--- config.mk ---
export PLATFORM = sky130hd
export DESIGN_NAME = mc_main_dec
export DESIGN_NICKNAME = d
export VERILOG_FILES = /design/src/rtl/mc_main_dec.sv
export SDC_FILE = /design/constraint.sdc
export NUM_CORES = 1
export LEC_CHECK = 0
export BUFFER_PORTS_ARGS = -buffer_cell sky130_fd_sc_hd__buf_2
export CAP_MARGIN = 0
export CORE_MARGIN = 5
export CORE_UTILIZATION = 46
export CTS_BUF_LIST = sky130_fd_sc_hd__clkbuf_8
export DETAILED_ROUTE_END_ITERATION = 8
export GPL_ROUTABILITY_DRIVEN = 0
export GPL_TIMING_DRIVEN = 0
export PLACE_DENSITY = 0.81
export SYNTH_ARGS = -nofsm -noshare
export SYNTH_HDL_FRONTEND = slang
export SYNTH_SLANG_ARGS = --single-unit
--- constraint.sdc ---
create_clock -name clk -period 1.7 [get_ports clk]
set_clock_uncertainty 0.1 [all_clocks]
set_input_delay 0.085 -clock clk [delete_from_list [all_inputs] [get_ports clk]]
set_output_delay 0.085 -clock clk [all_outputs]
set_load 0.02 [all_outputs]
--- src/rtl/mc_main_dec.sv ---
// Multicycle Moore main decoder: sequences each instruction over 3-5 cycles.
// Define MCDEC_MEMWAIT_EN to add the memReady handshake and wait-timeout fault.
module mc_main_dec #(
  parameter int OPW      = 5,
  parameter int ALUCW    = 4,
  parameter int WAIT_MAX = 16
) (
  input  logic             clk,
  input  logic             reset,
  input  logic [OPW-1:0]   opCode,
  input  logic             zero,
  input  logic             memReady,
  output logic             pcWrite,
  output logic             irWrite,
  output logic             iorD,
  output logic             memWrite,
  output logic             regDst,
  output logic             regWrite,
  output logic             memToReg,
  output logic             aluSrcA,
  output logic             branch,
  output logic             jalSelect,
  output logic             jrSelect,
  output logic [1:0]       aluSrcB,
  output logic [1:0]       pcSrc,
  output logic [ALUCW-1:0] aluControl,
  output logic [3:0]       state,
  output logic             illegal,
  output logic             fault
);

  localparam logic [3:0] S_FETCH  = 4'd0;
  localparam logic [3:0] S_DECODE = 4'd1;
  localparam logic [3:0] S_MEMADR = 4'd2;
  localparam logic [3:0] S_MEMRD  = 4'd3;
  localparam logic [3:0] S_MEMWB  = 4'd4;
  localparam logic [3:0] S_MEMWR  = 4'd5;
  localparam logic [3:0] S_EXEC   = 4'd6;
  localparam logic [3:0] S_ALUWB  = 4'd7;
  localparam logic [3:0] S_IMMEX  = 4'd8;
  localparam logic [3:0] S_IMMWB  = 4'd9;
  localparam logic [3:0] S_BRANCH = 4'd10;
  localparam logic [3:0] S_JUMP   = 4'd11;
  localparam logic [3:0] S_JAL    = 4'd12;
  localparam logic [3:0] S_JR     = 4'd13;
  localparam logic [3:0] S_HALT   = 4'd15;

  logic [3:0] next_state;
  logic [4:0] op;
  logic       op_hi;
  logic       ready;
  logic       timeout;
  logic [3:0] alu_code;

  assign op = opCode[4:0];

  // Any opcode bit above bit 4 makes the instruction illegal.
  generate
    if (OPW > 5) begin : g_op_hi
      assign op_hi = |opCode[OPW-1:5];
    end else begin : g_no_op_hi
      assign op_hi = 1'b0;
    end
  endgenerate

`ifdef MCDEC_MEMWAIT_EN
  localparam int CW = $clog2(WAIT_MAX + 1);
  logic [CW-1:0] wait_cnt;
  logic          in_wait;

  assign ready   = memReady;
  assign in_wait = (state == S_FETCH) || (state == S_MEMRD) || (state == S_MEMWR);
  // Timeout fires on the cycle whose increment would reach WAIT_MAX.
  assign timeout = in_wait && !memReady && (wait_cnt == CW'(WAIT_MAX - 1));

  always_ff @(posedge clk or posedge reset) begin
    if (reset) begin
      wait_cnt <= '0;
    end else if (next_state != state) begin
      wait_cnt <= '0;
    end else if (in_wait && !memReady) begin
      wait_cnt <= wait_cnt + 1'b1;
    end
  end

  always_ff @(posedge clk or posedge reset) begin
    if (reset) begin
      fault <= 1'b0;
    end else if (timeout) begin
      fault <= 1'b1;
    end
  end
`else
  logic [1:0] unused_cfg;

  assign ready      = 1'b1;
  assign timeout    = 1'b0;
  assign fault      = 1'b0;
  assign unused_cfg = {memReady, WAIT_MAX > 0};
`endif

  always_ff @(posedge clk or posedge reset) begin
    if (reset) begin
      state   <= S_FETCH;
      illegal <= 1'b0;
    end else begin
      state <= next_state;
      if (state == S_DECODE && next_state == S_HALT) begin
        illegal <= 1'b1;
      end
    end
  end

  always_comb begin
    next_state = state;
    case (state)
      S_FETCH:  if (ready) next_state = S_DECODE; else if (timeout) next_state = S_HALT;
      S_DECODE: begin
        if (op_hi) begin
          next_state = S_HALT;
        end else if (op == 5'b10010) begin
          next_state = S_JR;
        end else if (op >= 5'b01000 && op <= 5'b10100) begin
          next_state = S_EXEC;
        end else begin
          case (op)
            5'b11000, 5'b11001: next_state = S_IMMEX;
            5'b11010, 5'b11011: next_state = S_MEMADR;
            5'b11100, 5'b11101: next_state = S_BRANCH;
            5'b00000:           next_state = S_JUMP;
            5'b00111:           next_state = S_JAL;
            default:            next_state = S_HALT;
          endcase
        end
      end
      S_MEMADR: next_state = op[0] ? S_MEMWR : S_MEMRD;
      S_MEMRD:  if (ready) next_state = S_MEMWB; else if (timeout) next_state = S_HALT;
      S_MEMWR:  if (ready) next_state = S_FETCH; else if (timeout) next_state = S_HALT;
      S_EXEC:   next_state = S_ALUWB;
      S_IMMEX:  next_state = S_IMMWB;
      S_MEMWB, S_ALUWB, S_IMMWB, S_BRANCH, S_JUMP, S_JAL, S_JR: next_state = S_FETCH;
      default:  next_state = S_HALT;
    endcase
  end

  always_comb begin
    pcWrite   = 1'b0;
    irWrite   = 1'b0;
    iorD      = 1'b0;
    memWrite  = 1'b0;
    regDst    = 1'b0;
    regWrite  = 1'b0;
    memToReg  = 1'b0;
    aluSrcA   = 1'b0;
    branch    = 1'b0;
    jalSelect = 1'b0;
    jrSelect  = 1'b0;
    aluSrcB   = 2'b00;
    pcSrc     = 2'b00;
    alu_code  = 4'b0000;
    case (state)
      S_FETCH: begin
        aluSrcB = 2'b01;
        irWrite = ready;
        pcWrite = ready;
      end
      S_DECODE: aluSrcB = 2'b11;
      S_MEMADR: begin
        aluSrcA = 1'b1;
        aluSrcB = 2'b10;
      end
      S_MEMRD: iorD = 1'b1;
      S_MEMWB: begin
        regWrite = 1'b1;
        memToReg = 1'b1;
      end
      S_MEMWR: begin
        iorD     = 1'b1;
        memWrite = 1'b1;
      end
      S_EXEC: begin
        aluSrcA  = 1'b1;
        alu_code = op[3:0] - 4'd8;
      end
      S_ALUWB: begin
        regDst   = 1'b1;
        regWrite = 1'b1;
      end
      S_IMMEX: begin
        aluSrcA  = 1'b1;
        aluSrcB  = 2'b10;
        alu_code = {3'b000, op[0]};
      end
      S_IMMWB: regWrite = 1'b1;
      S_BRANCH: begin
        aluSrcA  = 1'b1;
        alu_code = 4'b0001;
        pcSrc    = 2'b01;
        branch   = 1'b1;
        pcWrite  = op[0] ? ~zero : zero;
      end
      S_JUMP: begin
        pcSrc   = 2'b10;
        pcWrite = 1'b1;
      end
      S_JAL: begin
        pcSrc     = 2'b10;
        pcWrite   = 1'b1;
        regWrite  = 1'b1;
        jalSelect = 1'b1;
      end
      S_JR: begin
        pcSrc    = 2'b11;
        pcWrite  = 1'b1;
        jrSelect = 1'b1;
      end
      default: ;
    endcase
  end

  assign aluControl = ALUCW'(alu_code);

endmodule

After elaboration in Yosys (flattened, before gate mapping)
Memories as Yosys holds them, arrays and structs flattened.
Cells that the tools add are included.
{"block": "totals", "regBits": 5, "mem_bits_ro": 128, "inputBits": 9, "out_inout_bits": 25, "word_cells": 51, "n_memories": 1}
{"block": "classes", "n_addsub": 1, "order_cmp": 2, "n_eq_ne": 15, "muxes": 19, "n_bitwise": 1, "reduce_logical": 10}
{"memory": "(no name shown)", "depth": 32, "word_bits": 4, "rd": 1, "rd_clocked_by_memory_dff": 0, "write_ports": 0, "line_no": "126", "text": "case (op)"}
{"op": "== test 4 bit, second input constant", "count": 7}
{"op": "one-hot mux 4 bit (7 select lines)", "count": 1}
{"op": "== test 4 x 3 -> 1 bit, second input constant", "count": 4}
{"op": "one-hot mux 2 bit (3 select lines)", "count": 2}
{"op": "one-hot mux 4 bit (3 select lines)", "count": 1}
{"op": "OR reduction 4 bit", "count": 3}
{"op": "2-to-1 mux 1 bit", "count": 11}
{"op": "== test 4 x 2 -> 1 bit, second input constant", "count": 2}
{"op": "2-to-1 mux 4 bit", "count": 2}
{"op": "OR reduction 8 bit", "count": 1}
{"op": "OR reduction 2 bit", "count": 3}
{"op": "== test 5 bit, second input constant", "count": 1}
{"op": ">= comparator 5 x 4 -> 1 bit, second input constant", "count": 1}
{"op": "less-or-equal comparator 5 bit, second input constant", "count": 1}
{"op": "== test 4 x 1 -> 1 bit, second input constant", "count": 1}
{"op": "zero test 4 bit", "count": 1}
{"op": "subtractor 4 bit, second input constant", "count": 1}
{"op": "2-to-1 mux 3 bit", "count": 1}
{"op": "logical AND 1 bit", "count": 2}
{"op": "one-hot mux 1 bit (2 select lines)", "count": 1}
{"op": "inverter 1 bit", "count": 1}

Depth between registers and ports, before layout
Gate-level depths: netlist of the first run.
{"block": "depth", "ltp_word": 7, "mapped_depth": 6, "mapped_depth_nobuf": 4}

Least setup slack after synthesis of the first run
No wires, ideal clock.
{"block": "synth_timing", "path_type": "reg-to-output", "from": "register state[2]", "to": "output pcWrite", "t_arrival_ps": 1859, "t_required_ps": 1515, "slack_ps": -344, "path_stages_with_launch": 5, "path_buffers": 2, "cell_sequence": "dfrtp_1 -> buf_4 -> clkbuf_1 -> nor4_1 -> a211o_1"}
{"block": "synth_via", "elab_chain_cells": 3, "elab_cells_between_ends": 7, "cone_classes": "eq/ne: 4; mux: 1; reduce/logical: 2"}
{"item": "start, declared", "line_no": "27", "text": "output logic [3:0] state,"}
{"item": "start signal, assigned", "line_no": "107", "text": "state <= next_state;"}
{"item": "== test 4 bit or zero test 4 bit (tied branches)", "line_no": "161", "text": "case (state)"}
{"item": "OR reduction 4 bit (no line)"}
{"item": "one-hot mux 1 bit (2 select lines) *", "line_no": "161"}
{"item": "end, declared", "line_no": "13", "text": "output logic pcWrite,"}
Mark *: on every way between the ends. The rest lies on a longest branch, timed or not.

Worst setup path in the final report of the first run
{"block": "layout_timing", "from": "register state[1]", "to": "output pcWrite"}
Same word-level chain as after synthesis.

==> flow_summary.toml, run 1 <==
[worst_setup_path]
crit_arrival_ps = 1520
rr_startpoint = "state[2]$_DFF_PP0_"
endpoint = "pcWrite"
r2r_slack_ps = 40
startpoint = "state[1]$_DFF_PP0_"
slowest_stage = "dfrtp_1"
path_cells = "clkbuf_8, nand2_1, o21a_1, nor2_1, a211o_1, buf_2"
end_kind = "primary output"
crit_family = "flip-flops"
crit_cells = 6
cpPeakStageDelay_ps = 400
ff2ff_path_depth = 6
cp-start-kind = "flip-flop"
cp.required_ps = 1510
worstSetupPathType = "reg2out"
reg2reg_to = "illegal$_DFFE_PP0P_"
cp_max_fo = 10
path_buf_inv = 2

[global_route]
first_global_vias = 741
grt_use_total_pct = 19.1
antenna_found_initial = 0
overflow = 0
grt_pass1_wl_um = 3060
grt_max_degree = 11

[die]
initial_core_util_pct = 49.2
dieArea_um2 = 2260
fp.dieW_um = 47.5
die_y_um = 47.5
io_pins = 34
core_region_area_um2 = 1320
std_cell_rows = 13

[yosys]
synth_area_per_cell_um2 = 6.89
synth.largest_area_cell = "dfrtp_1"
synthCells = 94
synth_top_area_share_pct = 19.3
synth_top_flop_cell = "dfrtp_1"
synth_area_leaders = "dfrtp_1, nor2_1, nand2_1"
synth_warnings = 0
ys_seq_elements = 5
syn_nets = 103
ys_seq_area_share_pct = 19.3
synth-async-reset-ratio_pct = 100
synth_edf_count = 0
synth_area_um2 = 648
ys_types = 39

[timing]
min_period_ps = 1700
period_share_pct = 100
final-max-slew-violation-count = 0
setup_ws_ps = -2.38
hold_viol = 0
setup_viol = 1
rsz0062_at_grt = "yes"
fmax_mhz = 587

[place]
dp_slack_ps = -41.2
hpwl_um = 1380
io_buffers = 30

[route]
vias = 862
met2_length_um = 1130
drt_first_pass_iters = 4
viasPerCell = 5.71
remaining_drc_errors = 0
dr_wl_met3_um = 139
antenna_left = 0
first_iter_violations = 33
totalWireLength_um = 2120
wl_per_cell_um = 14.0
drt-met1-wl_um = 814
route.top_layer_used = "met4"

[clock_network]
cts_root_buffer = "clkbuf_8"
cts_buffer_depth = 2
clk_pin_slew_ps = 40
tritoncts = "built"
cts_htree_levels = 1
cts_buffers = 3
clock_latency_ps = 230
clkSinkCount = 5

[pwr]
p_per_area_nw_per_um2 = 2090
vdd_ir_drop_max_mv = 1.09
p_leak_nw = 0.516
total_power_w = 0.00212

[final_layout]
layout-drive-gt1-share_pct = 44.1
layout_common_cells = "buf_2, buf_4, nor2_1"
synthToLayoutAreaGrowth_pct = 56.6
final_common_cell = "buf_2"
finalNetCount = 146
diodes = 0

[run_status]
outcome = "finished, violations left"
violations = "setup timing"

[run]
cap_violations = 0

[min_path]
hold_class = "in2reg"
hp-start = "opCode[0]"
[per-layer routing]
metal	track usage (%)	vias up
met5	0	-
met4	12.9	0
met3	5.26	4
met2	29.9	32
met1	22.6	411
li1	-	415
[worst min-delay path by stage]
stage | to | slack (ps) | cells after the start
after floorplan | illegal$_DFFE_PP0P_ | -240 | 1
after global placement | state[3]$_DFF_PP0_ | -120 | 2
after detailed placement | state[0]$_DFF_PP0_ | -110 | 2
after CTS | state[2]$_DFF_PP0_ | 140 | 3
after global routing | state[2]$_DFF_PP0_ | 160 | 3
final | state[2]$_DFF_PP0_ | 130 | 3
[state kept, by name, summed over array words and instances, names as in the netlist]
name and cells:
illegal 1, state 4
[final cells by class]
class,count,area [um^2]
clock inverter,1,3.75
inverter,4,15.0
tap,15,18.8
fill,105,303
multi-input combinational,76,485
clock buffer,3,41.3
timing repair buffer,38,226
buffer,9,97.6
sequential,5,126
[cells by family (layout without fill, tap and decap cells)]
logic type	Yosys count	count (layout)	share of synthesized area [%]
AOI/OAI and AO/OA	23	23	23.6
xor gates and xnor gates	2	2	2.70
buffers and inverters	13	55	11.4
DFF	5	5	19.3
other	1	1	0.579
and+or+nand+nor	50	50	42.5
[metrics by stage]
| step | setup TNS (ps) | hold slack, ps | util, % | instances | area, um^2 |
|---|---|---|---|---|---|
| 6_report | -2.38 | 132 | 77.0 | 151 | 1010 |
| 5_1_grt | -197 | 159 | 77.0 | 151 | 1010 |
| 4_1_cts | 0 | 141 | 70.4 | 146 | 927 |
| 3_5_place_dp | -90.5 | -111 | 62.5 | 139 | 823 |
| 3_3_place_gp | -27.8 | -122 | 62.5 | 139 | 823 |
| 2_1_floorplan | -734 | -236 | - | 94 | 654 |
[power breakdown]
part	switching, W	internal [W]
clock	0.0000649	0.000155
sequential	0.0000485	0.000181
combinational	0.000957	0.000714
[timing repair]
item,4_1_cts,5_1_grt
setup buffers,2,5
resized for setup,14,17
setup endpoints to repair,18,12
endpoints found under the hold margin,5,0
hold buffers,1,0
pin swaps,1,4
[worst min-delay path, stage by stage]
cell	delay [ps]
buf_6	110
a21oi_1	70
o32ai_1	130
[Yosys cell counts, types with 2 or more instances]
cell type and n:
nand2b_1 4, dfrtp_1 5, nand2_1 10, a21oi_1 6, inv_1 4, clkbuf_1 4, nor2_1 11, nor4_1 2
buf_4 2, nor3b_1 2, nor3_1 5, or2b_2 3, nand3b_1 3, nand3_1 4, o21ai_0 5
Note: power is estimated with default switching activity, not from simulation.
==> run 2: changes to the inputs <==
- CORE_MARGIN: 5 -> not set
==> run 2 against run 1 <==
Compared with the run above:
- the flow still finishes with violations (setup timing)
- setup slack worse by 59 ps
- sequential power decreased by 4%
- die area shrank 31%
- first-iteration DRC count down 18%
- design area up 2.8%
- sequential share of layout area shrank 0.34 points
- hold slack improved by 24 ps
- power rose by 4.9%
==> flow_summary.toml, run 2 (synthesis gave the netlist of run 1 again) <==
[route]
remaining_drc_errors = 0
vias = 889
viasPerCell = 5.77
wl_per_cell_um = 13.8
totalWireLength_um = 2130
drt_first_pass_iters = 4
first_iter_violations = 27
antenna_left = 0

[global_route]
grt_use_total_pct = 23.9
gr-usage-met2_pct = 37.3
grt_use_met1_pct = 30.7
gr-usage-met3_pct = 8.52
grt_pass1_wl_um = 2550
gr-max-usage-layer = "met2"
antenna_found_initial = 0
overflow = 0
grt_max_degree = 11
first_global_vias = 624

[timing]
period_share_pct = 104
hold_viol = 0
min_period_ps = 1760
setup_viol = 3
final-max-slew-violation-count = 0
rsz0062_at_grt = "yes"
setup_ws_ps = -61.6
fmax_mhz = 568

[final_layout]
seqCellArea_um2 = 126
layout_common_cells = "buf_2, buf_4, nand2_1, nor2_1, buf_6"
synthToLayoutAreaGrowth_pct = 61.0
top_regs = "state (4), illegal (1)"
max_flop_register = "state"
layout-drive-gt1-share_pct = 45.3
fill_cells = 92
diodes = 0
largest_reg_flops = 4
post-route-util_pct = 80.2
multi_input_area_um2 = 483
final_common_cell = "buf_2"
fin_cells = 154
finalNetCount = 149

[pwr]
p_per_area_nw_per_um2 = 2130
p_leak_nw = 0.531
vdd_ir_drop_max_mv = 1.15

[worst_setup_path]
cp-start-kind = "flip-flop"
end_kind = "primary output"
cp.required_ps = 1510
worstSetupPathType = "reg2out"
cp_max_fo = 3
crit_arrival_ps = 1580

[clock_network]
cts_buffer_depth = 2
tritoncts = "built"
cts_root_buffer = "clkbuf_8"
cts_buffers = 3
clkSinkCount = 5
clock_latency_ps = 230
cts_htree_levels = 1
clk_pin_slew_ps = 40

[run]
cap_violations = 0

[die]
std_cell_rows = 13
fp.dieW_um = 39.5
initial_core_util_pct = 49.8
die_y_um = 39.5
core_region_area_um2 = 1300
io_pins = 34
dieArea_um2 = 1560

[run_status]
violations = "setup timing"
outcome = "finished, violations left"

[place]
io_buffers = 30
hpwl_um = 1250
place_inst = 139

[min_path]
hold_class = "in2reg"
run 2: changes by cell type in the layout (fill, tap and decap cells not counted), sizes merged:
cell	before	now
buf	45	48
run 2: path summary, 6_finish.rpt:
path / startpoint / end / slack, ps / depth (start not counted)
setup / recovery: state[1]$_DFF_PP0_ / pcWrite / -60 / 6
hold / removal: opCode[4] / state[1]$_DFF_PP0_ / 160 / 3
max in group asynchronous: reset / state[3]$_DFF_PP0_ / 1080 / 3
setup reg to reg: state[2]$_DFF_PP0_ / illegal$_DFFE_PP0P_ / 110 / 6
hold reg to reg: illegal$_DFFE_PP0P_ / illegal$_DFFE_PP0P_ / 360 / 1
min in group asynchronous: reset / state[2]$_DFF_PP0_ / 220 / 3
run 2: through the flow:
stage / hold slack, ps / power [W] / TNS [ps] / instance area, um^2 / setup WS (ps)
2_1_floorplan: -236 / 0.00118 / -734 / 654 / -140
3_3_place_gp: -121 / 0.00150 / -13.7 / 823 / -13.7
3_5_place_dp: -105 / 0.00153 / -40.9 / 823 / -37.2
4_1_cts: 156 / 0.00185 / 0 / 923 / 12.4
6_report: 156 / 0.00222 / -84.8 / 1040 / -61.6
5_1_grt: 186 / 0.00237 / -477 / 1040 / -146
run 2: routing by layer:
metal  part of all wire (%)  vias to the layer above
met3                    6.1                        8
met5                      0                        -
met1                     41                      414
li1                       -                      421
met4                    2.9                        0
met2                     50                       46
run 2: timing repair:
| action | 4_1_cts | 5_1_grt |
|---|---|---|
| hold buffers | 1 | 0 |
| pin swaps | 1 | 5 |
| gates resized for setup | 12 | 20 |
| setup buffers | 2 | 8 |
| setup endpoints to repair | 17 | 7 |
| hold endpoints to repair | 5 | 0 |
run 2: layout make-up:
type	count	area share (%)
flip-flops and latches	5	12.1
inverters	4	1.44
clock buffers	3	3.96
plain buffers	9	9.23
repair buffers	41	24.8
multi-input cells	76	46.3
well taps	15	1.80
clock inverters	1	0.360
run 2: where the power goes:
part           leakage [nW]  internal [W]  switching (W)
Sequential           0.0621      0.000181      0.0000405
Combinational         0.442      0.000774        0.00100
Clock                0.0269      0.000156      0.0000691
run 2: critical path: stages (launching register included):
cell      delay [ps]
dfrtp_1          370
buf_4            150
nand2b_1         180
o21a_1           170
nor2_1            70
a211o_1          280
buf_6            130
==> run 3: changes to the inputs <==
- GPL_TIMING_DRIVEN: 0 -> not set
==> run 3 against run 2 <==
Compared with the run above:
- the flow now finishes without violations
- final cell count shrank 3.2%
- via count shrank 12%
- hold slack gained 10 ps
- critical path type unchanged
- largest power group unchanged
- highest routed layer is now met3
==> flow_summary.toml, run 3 (synthesis gave the netlist of run 1 again) <==
[run_status]
outcome = "complete, no violations"

[route]
wl_per_cell_um = 10.9
drt_first_pass_iters = 2
totalWireLength_um = 1630
viasPerCell = 5.27
vias = 785
remaining_drc_errors = 0
first_iter_violations = 3
antenna_left = 0

[final_layout]
max_flop_register = "state"
finalNetCount = 144
diodes = 0
final_common_cell = "buf_2"
synthToLayoutAreaGrowth_pct = 43.4
layout-drive-gt1-share_pct = 41.8
fill_cells = 119
largest_reg_flops = 4
top_regs = "state (4), illegal (1)"
final_cell_area_um2 = 930
layout_common_cells = "buf_2, buf_4, nor2_1"

[worst_setup_path]
worstSetupPathType = "reg2out"
cp_max_fo = 8
slowest_stage = "dfrtp_2"
cpPeakStageDelay_ps = 440
end_kind = "primary output"
crit_arrival_ps = 1480
path_cells = "buf_4, nand2_1, o21a_1, nor2_1, a211o_1, buf_2"
cp.required_ps = 1510
crit_family = "flip-flops"
cp-start-kind = "flip-flop"
path_buf_inv = 2

[die]
io_pins = 34
core_region_area_um2 = 1300
die_y_um = 39.5
dieArea_um2 = 1560
initial_core_util_pct = 49.8
fp.dieW_um = 39.5
std_cell_rows = 13

[clock_network]
cts_buffer_depth = 2
cts_buffers = 3
clock_latency_ps = 220
cts_htree_levels = 1
cts_root_buffer = "clkbuf_8"
clkSinkCount = 5
tritoncts = "built"
clk_pin_slew_ps = 40

[global_route]
overflow = 0
grt_max_degree = 17
grt_pass1_wl_um = 2360
first_global_vias = 583
antenna_found_initial = 0
grt_use_total_pct = 22.3

[run]
cap_violations = 0

[pwr]
p_leak_nw = 0.482
p_per_area_nw_per_um2 = 2030
vdd_ir_drop_max_mv = 1.25

[timing]
rsz0062_at_grt = "yes"
final-max-slew-violation-count = 0
setup_ws_ps = 39.3
setup_tns_ps = 0
period_share_pct = 97.7
setup_viol = 0
fmax_mhz = 602
hold_viol = 0
min_period_ps = 1660

[place]
hpwl_um = 1240
io_buffers = 31
dp_slack_ps = 125
place_area_um2 = 822

[min_path]
hold_class = "in2reg"
[run 3: final timing paths]
kind                                          start             endpoint  slack (ps)  depth (start not counted)
worst min-delay path                      opCode[4]   state[3]$_DFF_PP0_         170                          4
worst max-delay path             state[0]$_DFF_PP0_              pcWrite          40                          6
max in group asynchronous                     reset   state[2]$_DFF_PP0_        1110                          3
min in group asynchronous                     reset   state[1]$_DFF_PP0_         200                          3
worst max register to register   state[3]$_DFF_PP0_  illegal$_DFFE_PP0P_         180                          5
worst min register to register  illegal$_DFFE_PP0P_  illegal$_DFFE_PP0P_         370                          1
[run 3: through the flow]
stage / total power [W] / hold WS, ps / utilization [%] / std cells
after global placement: 0.00153 / -121 / 63.2 / 138
after detailed placement: 0.00156 / -113 / 63.2 / 138
final: 0.00189 / 167 / 71.4 / 149
after global routing: 0.00205 / 177 / 71.4 / 149
after floorplan: 0.00118 / -236 / - / 94
after CTS: 0.00181 / 167 / 68.6 / 144
[run 3: cell type report]
cell class | count | area [um^2] | area share (%)
Clock buffer | 3 | 41.3 | 4.44
Clock inverter | 1 | 3.75 | 0.404
Inverter | 4 | 15.0 | 1.62
Multi-Input combinational cell | 76 | 455 | 49.0
Sequential cell | 5 | 129 | 13.9
Tap cell | 15 | 18.8 | 2.02
Timing Repair Buffer | 45 | 267 | 28.7
[run 3: what timing repair did]
action | in CTS | in global routing
gates resized for setup | 4 | 0
setup endpoints to repair | 5 | 3
cloned | 0 | 0
hold buffers | 1 | 0
buffers inserted | 1 | 5
hold endpoints to repair | 5 | 0
[run 3: power breakdown]
group	internal, W	leakage, nW	switching (W)
clock network	0.000155	0.0269	0.0000568
logic	0.000591	0.396	0.000795
registers	0.000185	0.0598	0.000109
[run 3: tightest hold or removal path: cells and delay by family]
family / cells / cell delay (ps)
AND/OR/NAND/NOR: 3 / 240
buffers and inverters: 1 / 130
[run 3: routing by layer]
layer	vias up	routed length (um)	track usage, %
met3	0	78	6.82
met2	21	814	36.1
met4	0	0	5.17
li1	409	-	-
met5	-	0	0
met1	355	734	28.5
